## src/rtl/demux_pkg.sv

```systemverilog
// Shared types for the demux channel deserializer: channel index width and output FSM states.
package demux_pkg;
  localparam int NCH   = 8;
  localparam int SEL_W = 3;

  typedef logic [SEL_W-1:0] ch_idx_t;

  typedef enum logic {
    S_IDLE,
    S_PRESENT
  } out_state_e;
endpackage

```

## src/rtl/rr_arbiter_8.sv

```systemverilog
// Combinational round-robin pick: first set request bit searching upward from ptr, modulo 8.
module rr_arbiter_8
  import demux_pkg::*;
(
  input  logic [NCH-1:0] req,
  input  ch_idx_t        ptr,
  output ch_idx_t        gnt_idx,
  output logic           any
);

  ch_idx_t idx;

  // Walk offsets from farthest to nearest so the nearest requester is the last one written.
  always_comb begin
    gnt_idx = ptr;
    any     = 1'b0;
    idx     = '0;
    for (int i = NCH - 1; i >= 0; i--) begin
      idx = ptr + ch_idx_t'(i);
      if (req[idx]) begin
        gnt_idx = idx;
        any     = 1'b1;
      end
    end
  end

endmodule

```

## src/rtl/demux_channel_deserializer.sv

```systemverilog
// Per-channel serial-to-parallel assembly of demux output bits, with hold registers drained
// round-robin over a valid/ready port and sticky per-channel overflow flags.
module demux_channel_deserializer
  import demux_pkg::*;
#(
  parameter int WORD_W = 8
) (
  input  logic              clk,
  input  logic              rst_n,
  input  logic              strobe,
  input  ch_idx_t           sel,
  input  logic [NCH-1:0]    y,
  output logic              out_valid,
  input  logic              out_ready,
  output logic [WORD_W-1:0] out_data,
  output ch_idx_t           out_ch,
  output logic [NCH-1:0]    ovf,
  input  logic              clr_ovf
);

  localparam int CNT_W = $clog2(WORD_W);
  localparam logic [CNT_W-1:0] CNT_LAST = CNT_W'(WORD_W - 1);

  logic [WORD_W-1:0] sr_q   [NCH];
  logic [WORD_W-1:0] sr_d   [NCH];
  logic [CNT_W-1:0]  cnt_q  [NCH];
  logic [CNT_W-1:0]  cnt_d  [NCH];
  logic [WORD_W-1:0] hold_q [NCH];
  logic [WORD_W-1:0] hold_d [NCH];
  logic [NCH-1:0]    hold_valid_q, hold_valid_d;
  logic [NCH-1:0]    ovf_q, ovf_d;
  out_state_e        state_q, state_d;
  ch_idx_t           cur_q, cur_d;
  ch_idx_t           rr_ptr_q, rr_ptr_d;

  logic              drain;
  logic [WORD_W-1:0] word;
  ch_idx_t           gnt_idx;
  logic              gnt_any;

  rr_arbiter_8 u_arb (
    .req     (hold_valid_q),
    .ptr     (rr_ptr_q),
    .gnt_idx (gnt_idx),
    .any     (gnt_any)
  );

  assign drain = (state_q == S_PRESENT) && out_ready;
  assign word  = {sr_q[sel][WORD_W-2:0], y[sel]};

  // Capture path. A channel being drained this edge may be reloaded; otherwise a full
  // hold register makes the new word overflow, so the presented word never changes.
  always_comb begin
    sr_d         = sr_q;
    cnt_d        = cnt_q;
    hold_d       = hold_q;
    hold_valid_d = hold_valid_q;
    ovf_d        = clr_ovf ? '0 : ovf_q;
    if (drain) begin
      hold_valid_d[cur_q] = 1'b0;
    end
    if (strobe) begin
      sr_d[sel] = word;
      if (cnt_q[sel] == CNT_LAST) begin
        cnt_d[sel] = '0;
        if (!hold_valid_q[sel] || (drain && (cur_q == sel))) begin
          hold_d[sel]       = word;
          hold_valid_d[sel] = 1'b1;
        end else begin
          ovf_d[sel] = 1'b1;
        end
      end else begin
        cnt_d[sel] = cnt_q[sel] + 1'b1;
      end
    end
  end

  always_comb begin
    state_d  = state_q;
    cur_d    = cur_q;
    rr_ptr_d = rr_ptr_q;
    case (state_q)
      S_IDLE: begin
        if (gnt_any) begin
          cur_d   = gnt_idx;
          state_d = S_PRESENT;
        end
      end
      S_PRESENT: begin
        if (out_ready) begin
          rr_ptr_d = cur_q + 1'b1;
          state_d  = S_IDLE;
        end
      end
      default: state_d = S_IDLE;
    endcase
  end

  always_ff @(posedge clk or negedge rst_n) begin
    if (!rst_n) begin
      for (int i = 0; i < NCH; i++) begin
        sr_q[i]   <= '0;
        cnt_q[i]  <= '0;
        hold_q[i] <= '0;
      end
      hold_valid_q <= '0;
      ovf_q        <= '0;
      state_q      <= S_IDLE;
      cur_q        <= '0;
      rr_ptr_q     <= '0;
    end else begin
      sr_q         <= sr_d;
      cnt_q        <= cnt_d;
      hold_q       <= hold_d;
      hold_valid_q <= hold_valid_d;
      ovf_q        <= ovf_d;
      state_q      <= state_d;
      cur_q        <= cur_d;
      rr_ptr_q     <= rr_ptr_d;
    end
  end

  assign out_valid = (state_q == S_PRESENT);
  assign out_data  = out_valid ? hold_q[cur_q] : '0;
  assign out_ch    = cur_q;
  assign ovf       = ovf_q;

endmodule
```

## config.mk

```make
export PLATFORM = sky130hd
export DESIGN_NAME = demux_channel_deserializer
export DESIGN_NICKNAME = d
export VERILOG_FILES = /design/src/rtl/demux_pkg.sv /design/src/rtl/rr_arbiter_8.sv /design/src/rtl/demux_channel_deserializer.sv
export SDC_FILE = /design/constraint.sdc
export NUM_CORES = 1
export LEC_CHECK = 0
export ABC_AREA = 1
export BUFFER_PORTS_ARGS = -buffer_cell sky130_fd_sc_hd__buf_2
export CORE_MARGIN = 2
export CORE_UTILIZATION = 50
export DETAILED_ROUTE_END_ITERATION = 16
export PLACE_DENSITY = 0.79
export SYNTH_ARGS = -nofsm -noshare
export SYNTH_HDL_FRONTEND = slang
export SYNTH_SLANG_ARGS = --single-unit
```

## constraint.sdc

```tcl
create_clock -name clk -period 4.9 [get_ports clk]
set_input_delay 1.225 -clock clk [delete_from_list [all_inputs] [get_ports clk]]
set_output_delay 1.225 -clock clk [all_outputs]
set_load 0.03 [all_outputs]
```

==> impl_metrics.tcl <==
set metrics [dict create \
    outcome "completed" \
    hold_viol 0 \
    timing.critical_path.to_type "output pin" \
    rrSetupSlack_ps 1810 \
    final_common_cell "nand2_1" \
    synth_edf_count 0 \
    synth_area_mm2 0.00817 \
    grt_max_degree 102 \
    setup_slack_ps 1070 \
    slew_headroom_pct 36.0 \
    synth_area_leaders "dfrtp_1, nand2_1, o21ai_0" \
    cap_violations 0 \
    period_needed_ps 3830 \
    rsz0062_at_grt "no" \
    fin_crit_sh_pct 78.2 \
    drive_above_1_share_pct 11.2 \
    ant_nets 0 \
    die_w_um 132 \
    dieArea_mm2 0.0174 \
    drt-total-wl_mm 21.7 \
    path_max_fanout 10 \
    wire_per_inst_um 17.7 \
    coreArea_mm2 0.0159 \
    antenna_cells 0 \
    final_nets 1018 \
    syn_inst 967 \
    nFillCells 1392 \
    powerDensity_mw_per_mm2 616 \
    cts_max_level 4 \
    synth_seq_area_share_pct 51.1 \
    timing_worst_setup_path_type "flop to output pin" \
    maxSlewViolCount 0 \
    peakVddDrop_uv 363 \
    clk_pin_slew_ps 70 \
    die_h_um 132 \
    min_from "cnt_q[18]" \
    synth.distinct_cells 44 \
    arrival_ps 2610 \
    first_iter_violations 940 \
    gp_congestion 0.952 \
    p_leak_nw 4.42 \
    setup_viol 0 \
    cts_setup_buffers 0 \
    hpwl_mm 14.8 \
    min_to "cnt_q[18]" \
    reg2reg_to "out_ch[2]" \
    portBuffers 35 \
    grt_pass1_vias 6623 \
    power_mw 5.61 \
    preCtsSetupSlack_ps 732 \
    track_usage_pct 25.9 \
    ctsResizeCount 0 \
    cts_buffer_depth 2 \
    yosysWarningCount 0 \
    async_flop_share_pct 100 \
    clk_latency_ps 440 \
    grt_overflow 0 \
    skew_ps 7.60 \
    tightest_slew_ps 960 \
    drc 0 \
    antenna_found_initial 0 \
    ys_seq_elements 167 \
    boundaryPins 36 \
    startpoint_type "flop" \
    layout_common_cells "nand2_1, dfrtp_1, o21ai_0, inv_1, a21oi_1" \
    cts_tree "yes" \
    syn_avg_cell_area_um2 8.45 \
    fp-row-count 46 \
    critPathRequiredTime_ps 3670 \
    tns_ps 0 \
    cts_inserted_buffers 17 \
    start_util_pct 51.3 \
    crit-reg2reg-launch "rr_ptr_q[1]" \
    syn_nets 988 \
    grt_first_pass_wirelength_mm 35.4 \
    vias 7069 \
    reg2reg_depth 13 \
    cts_sinks 167 \
    synth_top_cell_by_area "dfrtp_1" \
    ys.flop_type "dfrtp_1" \
    final_util_pct 57.2 \
    max_freq_ghz 0.261 \
    dr.pass1.iters 6 \
    min_path_cells 2 \
    vias_per_cell 5.77 \
    synth_top_cell_area_share_pct 51.1 \
    syn_to_final_growth_pct 11.5 \
    root_buffer "clkbuf_16" \
    hp-class "flop to flop" \
    ctsHoldBuffers 0 \
]
==> worst max-delay path by stage <==
| stage | from | slack, ps | cells past startpoint | end |
|---|---|---|---|---|
| after floorplan | sel[1] | 1170 | 14 | hold_q[55] |
| after global placement | sel[0] | 860 | 13 | hold_q[1] |
| after detailed placement | sel[0] | 730 | 12 | hold_q[2] |
| after CTS | out_ch[2] | 1150 | 6 | out_data[4] |
| after global routing | out_ch[1] | 950 | 7 | out_data[3] |
| final | out_ch[2] | 1070 | 6 | out_data[4] |
==> cells in the mapped netlist (10+ instances only) <==
cell type and instances:
a21oi_1 68, clkbuf_1 18, nor2_1 41, o22ai_1 17, nand3_1 37, inv_1 113
o21ai_0 122, a221oi_1 14, o21ai_1 32, dfrtp_1 167, nand2_1 221, inv_2 10
==> area by class of cell <==
| cell class | count | area, um^2 | share of cell area (%) |
|---|---|---|---|
| timing repair buffer | 48 | 304 | 3.34 |
| clock inverter | 12 | 119 | 1.30 |
| clock buffer | 20 | 457 | 5.01 |
| sequential | 167 | 4180 | 45.9 |
| tap | 216 | 270 | 2.97 |
| multi-input combinational | 633 | 3300 | 36.2 |
| inverter | 130 | 488 | 5.35 |
==> layer usage <==
metal	vias up	track usage (%)	wire [um]
met5	-	0	0
met4	0	10.8	693
met3	59	6.23	1670
met2	311	40.0	10100
met1	3395	35.2	9280
li1	3304	-	-
==> state kept, by name (all words and copies together), names as in the netlist <==
register,count
hold_valid_q,8
rr_ptr_q,3
hold_q,64
out_ch,3
cnt_q,24
sr_q,56
ovf,8
out_valid,1
==> kinds of logic after synthesis <==
| family | count (synthesis) | share of synthesized area (%) |
|---|---|---|
| and+or+nand+nor | 329 | 18.4 |
| AOI/OAI and AO/OA | 295 | 20.7 |
| buffers and inverters | 167 | 8.53 |
| DFF | 167 | 51.1 |
| adders and majority gates | 5 | 0.765 |
| xor gates and xnor gates | 4 | 0.429 |
==> through the flow <==
stage               area, um^2  std cells  hold WS (ps)
finish                    9110       1226           490
detailed placement        8540       1194           471
global placement          8540       1194           467
global route              9110       1226           508
CTS                       9110       1226           489
floorplan                 8170        967           445
==> worst max-delay path, cell delays in order, from the launching register on <==
cell and delay, ps:
dfrtp_1 520, nor2_1 220, clkinv_1 410, o22ai_1 310, a31oi_1 70, a311oi_1 370
buf_2 270
==> report_power, final <==
| part | switching [mW] | total, mW | internal [mW] |
|---|---|---|---|
| sequential | 0.276 | 2.09 | 1.81 |
| combinational | 1.51 | 2.22 | 0.709 |
| clock | 0.573 | 1.30 | 0.732 |
| total | 2.36 | 5.61 | 3.25 |
Power figures use the tool's default switching activity.
